`config.mk`:
```
export PLATFORM = sky130hd
export DESIGN_NAME = ysyx_23060332_lsu
export DESIGN_NICKNAME = d
export VERILOG_FILES = /design/src/rtl/ysyx_23060332_lsu_pkg.sv /design/src/rtl/ysyx_23060332_lsu_align.sv /design/src/rtl/ysyx_23060332_lsu.sv
export SDC_FILE = /design/constraint.sdc
export NUM_CORES = 1
export LEC_CHECK = 0
export BUFFER_PORTS_ARGS = -buffer_cell sky130_fd_sc_hd__buf_2
export CAP_MARGIN = 40
export CORE_UTILIZATION = 43
export DETAILED_ROUTE_END_ITERATION = 8
export PLACE_DENSITY = 0.77
export SLEW_MARGIN = 10
export SYNTH_ARGS = -nofsm -noshare
export SYNTH_HDL_FRONTEND = slang
export SYNTH_SLANG_ARGS = --single-unit
```
`constraint.sdc`:
```
create_clock -name clk -period 1.7 [get_ports clk]
set_input_delay 0.085 -clock clk [delete_from_list [all_inputs] [get_ports clk]]
set_output_delay 0.085 -clock clk [all_outputs]
set_load 0.1 [all_outputs]
```
`src/rtl/ysyx_23060332_lsu_pkg.sv`:
```
// Shared bus types, access-size codes and FSM state encoding for the ysyx_23060332 LSU.
// Optional misaligned-access trapping is enabled by defining YSYX_23060332_LSU_MISALIGN_EN.
package ysyx_23060332_lsu_pkg;

    typedef logic [31:0] mem_addr_bus_t;
    typedef logic [31:0] mem_data_bus_t;

    localparam mem_data_bus_t ZeroWord = 32'h0000_0000;

    localparam logic [1:0] LSU_SIZE_B = 2'b00;
    localparam logic [1:0] LSU_SIZE_H = 2'b01;
    localparam logic [1:0] LSU_SIZE_W = 2'b10;

    typedef enum logic [1:0] {
        LSU_IDLE   = 2'b00,
        LSU_ACCESS = 2'b01,
        LSU_RESP   = 2'b10
    } lsu_state_e;

    // Size code 2'b11 behaves as a word, so it shares the word alignment rule.
    function automatic logic lsu_misaligned(input logic [1:0] size, input logic [1:0] offset);
        logic bad;
        bad = 1'b0;
        case (size)
            LSU_SIZE_B: bad = 1'b0;
            LSU_SIZE_H: bad = offset[0];
            LSU_SIZE_W: bad = (offset != 2'b00);
            default:    bad = (offset != 2'b00);
        endcase
        return bad;
    endfunction

endpackage

```
`src/rtl/ysyx_23060332_lsu_align.sv`:
```
// Combinational byte-lane logic: store data replication and mask, load extraction and extension.
// Half accesses look only at offset[1]; word accesses ignore the offset entirely.
module ysyx_23060332_lsu_align
    import ysyx_23060332_lsu_pkg::*;
(
    input  logic [1:0]    offset,
    input  logic [1:0]    size,
    input  logic          zero_ext,
    input  mem_data_bus_t store_data,
    input  mem_data_bus_t load_word,
    output mem_data_bus_t lane_data,
    output logic [3:0]    lane_mask,
    output mem_data_bus_t load_data
);

    logic [7:0]  load_byte;
    logic [15:0] load_half;

    assign load_byte = load_word[{offset, 3'b000} +: 8];
    assign load_half = load_word[{offset[1], 4'b0000} +: 16];

    always_comb begin
        lane_data = store_data;
        lane_mask = 4'b1111;
        load_data = load_word;
        case (size)
            LSU_SIZE_B: begin
                lane_data = {4{store_data[7:0]}};
                lane_mask = 4'b0001 << offset;
                load_data = zero_ext ? {24'h000000, load_byte}
                                     : {{24{load_byte[7]}}, load_byte};
            end
            LSU_SIZE_H: begin
                lane_data = {2{store_data[15:0]}};
                lane_mask = 4'b0011 << {offset[1], 1'b0};
                load_data = zero_ext ? {16'h0000, load_half}
                                     : {{16{load_half[15]}}, load_half};
            end
            default: begin
                lane_data = store_data;
                lane_mask = 4'b1111;
                load_data = load_word;
            end
        endcase
    end

endmodule

```
`src/rtl/ysyx_23060332_lsu.sv`:
```
// Load/store unit between EXU and physical memory: request latch, latency countdown, single
// memory strobe per access, and a held WBU result. Define YSYX_23060332_LSU_MISALIGN_EN to trap misaligned accesses.
module ysyx_23060332_lsu
    import ysyx_23060332_lsu_pkg::*;
#(
    parameter int LAT = 1
)
(
    input  logic        clk,
    input  logic        rst,
    input  logic        exu_valid,
    output logic        lsu_ready,
    input  logic [31:0] exu_addr,
    input  logic [31:0] exu_wdata,
    input  logic        exu_ren,
    input  logic        exu_wen,
    input  logic [1:0]  exu_size,
    input  logic        exu_unsigned,
    input  logic [4:0]  exu_rd,
    output logic        mem_ren,
    output logic [31:0] mem_raddr,
    input  logic [31:0] mem_rdata,
    output logic        mem_wen,
    output logic [31:0] mem_waddr,
    output logic [31:0] mem_wdata,
    output logic [7:0]  mem_wmask,
    output logic        wbu_valid,
    input  logic        wbu_ready,
    output logic [31:0] wbu_rdata,
    output logic [4:0]  wbu_rd,
    output logic        wbu_wen,
    output logic        lsu_err
);

    lsu_state_e    state;
    logic [3:0]    cnt;
    mem_addr_bus_t addr_q;
    mem_data_bus_t wdata_q;
    mem_data_bus_t result_q;
    logic [1:0]    size_q;
    logic          unsigned_q;
    logic [4:0]    rd_q;
    logic          load_q;
    logic          store_q;
    logic          wen_q;
    logic          access_now;
    mem_data_bus_t lane_data;
    logic [3:0]    lane_mask;
    mem_data_bus_t load_data;

    ysyx_23060332_lsu_align u_align (
        .offset     (addr_q[1:0]),
        .size       (size_q),
        .zero_ext   (unsigned_q),
        .store_data (wdata_q),
        .load_word  (mem_rdata),
        .lane_data  (lane_data),
        .lane_mask  (lane_mask),
        .load_data  (load_data)
    );

    assign access_now = (state == LSU_ACCESS) && (cnt == 4'd0);

    // Strobes and wbu_valid are gated by rst so a reset landing on the strobe cycle commits nothing.
    assign mem_ren   = !rst && access_now && load_q;
    assign mem_wen   = !rst && access_now && store_q;
    assign mem_raddr = {addr_q[31:2], 2'b00};
    assign mem_waddr = {addr_q[31:2], 2'b00};
    assign mem_wdata = lane_data;
    assign mem_wmask = mem_wen ? {4'h0, lane_mask} : 8'h00;

    assign lsu_ready = (state == LSU_IDLE);
    assign wbu_valid = !rst && (state == LSU_RESP);
    assign wbu_rdata = result_q;
    assign wbu_rd    = rd_q;
    assign wbu_wen   = wen_q;

`ifdef YSYX_23060332_LSU_MISALIGN_EN
    logic err_q;
    assign lsu_err = err_q;
`else
    assign lsu_err = 1'b0;
`endif

    always_ff @(posedge clk) begin
        if (rst) begin
            state      <= LSU_IDLE;
            cnt        <= 4'd0;
            addr_q     <= ZeroWord;
            wdata_q    <= ZeroWord;
            result_q   <= ZeroWord;
            size_q     <= 2'b00;
            unsigned_q <= 1'b0;
            rd_q       <= 5'd0;
            load_q     <= 1'b0;
            store_q    <= 1'b0;
            wen_q      <= 1'b0;
`ifdef YSYX_23060332_LSU_MISALIGN_EN
            err_q      <= 1'b0;
`endif
        end else begin
            case (state)
                LSU_IDLE: begin
                    if (exu_valid) begin
                        addr_q     <= exu_addr;
                        wdata_q    <= exu_wdata;
                        size_q     <= exu_size;
                        unsigned_q <= exu_unsigned;
                        rd_q       <= exu_rd;
                        // A request flagged as both load and store is served as a plain load.
                        load_q     <= exu_ren;
                        store_q    <= exu_wen && !exu_ren;
                        result_q   <= ZeroWord;
                        wen_q      <= 1'b0;
                        cnt        <= 4'(LAT);
`ifdef YSYX_23060332_LSU_MISALIGN_EN
                        err_q      <= 1'b0;
`endif
                        if (!(exu_ren || exu_wen)) begin
                            state <= LSU_RESP;
                        end
`ifdef YSYX_23060332_LSU_MISALIGN_EN
                        else if (lsu_misaligned(exu_size, exu_addr[1:0])) begin
                            state <= LSU_RESP;
                            err_q <= 1'b1;
                        end
`endif
                        else begin
                            state <= LSU_ACCESS;
                        end
                    end
                end
                LSU_ACCESS: begin
                    if (cnt != 4'd0) begin
                        cnt <= cnt - 4'd1;
                    end else begin
                        if (load_q) begin
                            result_q <= load_data;
                            wen_q    <= (rd_q != 5'd0);
                        end
                        state <= LSU_RESP;
                    end
                end
                LSU_RESP: begin
                    if (wbu_ready) begin
                        state <= LSU_IDLE;
                    end
                end
                default: state <= LSU_IDLE;
            endcase
        end
    end

endmodule

```
==> impl_metrics.prom <==
# TYPE chip_impl_metric gauge
chip_impl_info{name="run_status",value="complete, but fails checks"} 1
chip_impl_metric{name="period_needed",unit="ps"} 1960
chip_impl_metric{name="drive_gt1_share",unit="%"} 39.1
chip_impl_metric{name="initial_core_util",unit="%"} 44.1
chip_impl_metric{name="routedWlPerCell",unit="um"} 15.8
chip_impl_metric{name="die-area",unit="mm2"} 0.0135
chip_impl_metric{name="synth_area",unit="mm2"} 0.00559
chip_impl_metric{name="drt_pass1_iterations",unit=""} 4
chip_impl_metric{name="p_total",unit="mW"} 9.62
chip_impl_metric{name="cts.reportedPaths.clkPinSlew",unit="ps"} 50
chip_impl_metric{name="h-tree-depth",unit=""} 4
chip_impl_info{name="cts_root_buffer",value="sky130_fd_sc_hd__clkbuf_16"} 1
chip_impl_metric{name="worst_skew_pair.late_latency",unit="ps"} 410
chip_impl_metric{name="fin_tns_setup",unit="ps"} -1560
chip_impl_metric{name="antenna_cells_inserted",unit=""} 0
chip_impl_metric{name="vdd_ir_drop_max",unit="mV"} 0.822
chip_impl_metric{name="finalHoldViolCount",unit=""} 0
chip_impl_metric{name="p_leak",unit="nW"} 4.10
chip_impl_metric{name="dpl_worst_slack",unit="ps"} -127
chip_impl_metric{name="synth_cells",unit=""} 708
chip_impl_metric{name="timing.max_slew.rel_slack",unit="%"} 60.6
chip_impl_metric{name="yosys_warnings",unit=""} 0
chip_impl_info{name="critPathCaptureType",value="primary output"} 1
chip_impl_metric{name="chipHeight",unit="um"} 116
chip_impl_info{name="rsz0062_at_grt",value="true"} 1
chip_impl_metric{name="grt_max_degree",unit=""} 55
chip_impl_info{name="layout_common_cells",value="sky130_fd_sc_hd__buf_2 (216), sky130_fd_sc_hd__nand2_1 (190), sky130_fd_sc_hd__dfxtp_1 (109)"} 1
chip_impl_metric{name="netlist-cell-type-count",unit=""} 48
chip_impl_metric{name="detailedPlacementHpwl",unit="mm"} 11.6
chip_impl_metric{name="synth_largest_type_area_fraction",unit="%"} 40.5
chip_impl_metric{name="detailed_place.area",unit="mm2"} 0.00712
chip_impl_metric{name="grt_first_pass_wirelength",unit="mm"} 28.4
chip_impl_info{name="synth-main-ff-cell",value="sky130_fd_sc_hd__dfxtp_1"} 1
chip_impl_metric{name="gp_congestion",unit=""} 0.838
chip_impl_metric{name="cts-buffers-inserted",unit=""} 17
chip_impl_metric{name="coreArea",unit="mm2"} 0.0127
chip_impl_metric{name="layout_worst_path_cycle_share",unit="%"} 115
chip_impl_metric{name="die_width",unit="um"} 116
chip_impl_metric{name="via_per_inst",unit=""} 5.05
chip_impl_metric{name="setup_viol",unit=""} 18
chip_impl_metric{name="post_synth_edffs",unit=""} 0
chip_impl_metric{name="finalClockSkew",unit="ps"} 5.73
chip_impl_metric{name="crit_arrival",unit="ps"} 1870
chip_impl_metric{name="place.port_buffers",unit=""} 247
chip_impl_metric{name="finalMaxSlewViolations",unit=""} 0
chip_impl_metric{name="num_vias",unit=""} 6038
chip_impl_metric{name="finish.cell_count_without_fillers",unit=""} 1196
chip_impl_info{name="violations_in_the_final_reports",value="negative setup slack"} 1
chip_impl_metric{name="max_cap_viol_count",unit=""} 0
chip_impl_metric{name="worst_slack",unit="ps"} -257
chip_impl_metric{name="nFillCells",unit=""} 977
chip_impl_info{name="timing.hold.worst.class",value="input pin to flop"} 1
chip_impl_info{name="layout.cells.most_common",value="sky130_fd_sc_hd__buf_2"} 1
chip_impl_metric{name="totalWireLength",unit="mm"} 18.9
chip_impl_metric{name="detail-route-antenna-nets",unit=""} 0
chip_impl_metric{name="antenna_found_initial",unit=""} 0
chip_impl_info{name="synth_largest_area_cell",value="sky130_fd_sc_hd__dfxtp_1"} 1
chip_impl_metric{name="io_pins",unit=""} 257
chip_impl_metric{name="layout-area-overhead-vs-synth",unit="%"} 62.6
chip_impl_info{name="clock_tree_from_tritoncts",value="built"} 1
chip_impl_metric{name="grt_use_total",unit="%"} 27.5
chip_impl_metric{name="number_of_placement_rows",unit=""} 41
chip_impl_metric{name="leftover_overflow_at_the_end_of_global_routing",unit=""} 0
chip_impl_metric{name="worst_pin_slew",unit="ps"} 591
chip_impl_metric{name="crit_required",unit="ps"} 1620
chip_impl_metric{name="cts_buffer_depth",unit=""} 2
chip_impl_metric{name="nNetsFinal",unit=""} 1124
chip_impl_info{name="worstSetupStartpointType",value="flop"} 1
chip_impl_metric{name="first_iter_violations",unit=""} 435
chip_impl_metric{name="max_clock_freq",unit="GHz"} 0.511
chip_impl_metric{name="synth.avg_cell_area",unit="um2"} 7.89
chip_impl_metric{name="number_of_instances_in_the_placed_design",unit=""} 1045
chip_impl_metric{name="power_density_over_the_cells",unit="mW/mm2"} 1060
chip_impl_metric{name="synth_seq_area_share",unit="%"} 40.5
chip_impl_metric{name="yosys_register_bits",unit=""} 113
chip_impl_metric{name="synth-async-reset-ratio",unit="%"} 0
chip_impl_metric{name="critical_path_peak_fanout",unit=""} 3
chip_impl_metric{name="drt_drc_violations_left",unit=""} 0
chip_impl_metric{name="first_global_vias",unit=""} 5745
chip_impl_metric{name="post-route-cell-area",unit="mm2"} 0.00909
chip_impl_info{name="criticalPathCategory",value="flop to primary output"} 1
chip_impl_metric{name="cts.sink_count",unit=""} 113
chip_impl_info{name="yosys-top-cells-area",value="sky130_fd_sc_hd__dfxtp_1 (40%), sky130_fd_sc_hd__nand2_1 (13%), sky130_fd_sc_hd__buf_4 (11%)"} 1
[per-stage QoR]
step	hold WS [ps]	util, %
5_1_grt	56.5	71.7
3_5_place_dp	330	56.2
2_1_floorplan	221	-
3_3_place_gp	326	56.2
6_report	32.9	71.7
4_1_cts	4.71	70.9
[power breakdown]
part           switching (mW)  internal (mW)
Combinational            2.28          0.969
Sequential              0.136           2.80
Clock                    1.18           2.25
Total                    3.59           6.02
[synth_stat cells (all sizes together) (2+ instances only)]
library cell,instances
nand3b,3
ha,2
a211o,6
mux2i,9
o21ai,48
nand2b,4
and3b,7
a21oi,87
inv,5
clkbuf,26
dfxtp,113
or3,8
nor3b,2
nand3,4
a32o,7
nand2,190
buf,99
nor2,31
clkinv,2
nor2b,3
o211ai,3
or3b,2
xor2,2
a211oi,9
nor3,6
mux2,18
[sequential cells by signal, summed over array words and instances (netlist names)]
name,cells
wbu_rdata,32
wbu_rd,5
size_q,2
addr_q,32
store_q,1
load_q,1
unsigned_q,1
wdata_q,32
cnt,4
wbu_wen,1
state,2
[logic make-up after synthesis]
logic type,count (synthesis),share of synthesized area [%]
compound gates,164,17.4
xor+xnor,2,0.313
fa+ha+maj,2,0.448
buf+inv,132,14.9
flops,113,40.5
mux,28,5.64
other cells,1,0.0671
simple gates,266,20.8
[repair_timing]
| action | 4_1_cts | 5_1_grt |
|---|---|---|
| hold buffers | 103 | 0 |
| gates cloned | 1 | 0 |
| setup buffers | 15 | 6 |
| endpoints found under the hold margin | 104 | 0 |
| resized for setup | 34 | 33 |
| pin swaps | 5 | 9 |
| endpoints found under the setup margin | 54 | 57 |
[metal layers]
layer  routed length (um)  up-vias  GRT usage (%)
li1                     -     2892              -
met1                 7510     2794           31.7
met2                 9420      299           46.2
met3                 1370       53           7.48
met4                  639        0           15.1
met5                    0        -              0
[critical path, cell delays in order, from the launching register on]
cell                       delay (ps)
sky130_fd_sc_hd__dfxtp_2          320
sky130_fd_sc_hd__inv_2             70
sky130_fd_sc_hd__ha_4             130
sky130_fd_sc_hd__nor3b_4          240
sky130_fd_sc_hd__nand3_2          110
sky130_fd_sc_hd__or2_4            270
sky130_fd_sc_hd__clkinv_4          60
sky130_fd_sc_hd__buf_12           100
sky130_fd_sc_hd__buf_12           160
[path summary, 6_finish.rpt]
| kind | from | end | slack [ps] | cells past startpoint |
|---|---|---|---|---|
| min reg2reg | wbu_rdata[5] | wbu_rdata[5] | 450 | 2 |
| max reg2reg | cnt[0] | wbu_wen | -160 | 11 |
| max | cnt[0] | mem_ren | -260 | 8 |
| min | mem_rdata[12] | wbu_rdata[12] | 30 | 3 |
[final cells by class]
class | count | area, um2 | share of cell area (%)
sequential | 113 | 2270 | 25.0
timing repair buffer | 402 | 3210 | 35.3
multi-input combinational | 471 | 2790 | 30.7
clock buffer | 25 | 485 | 5.34
clock inverter | 6 | 80.1 | 0.881
inverter | 7 | 35.0 | 0.385
tap | 172 | 215 | 2.37
Note: power is estimated with default switching activity, not from simulation.
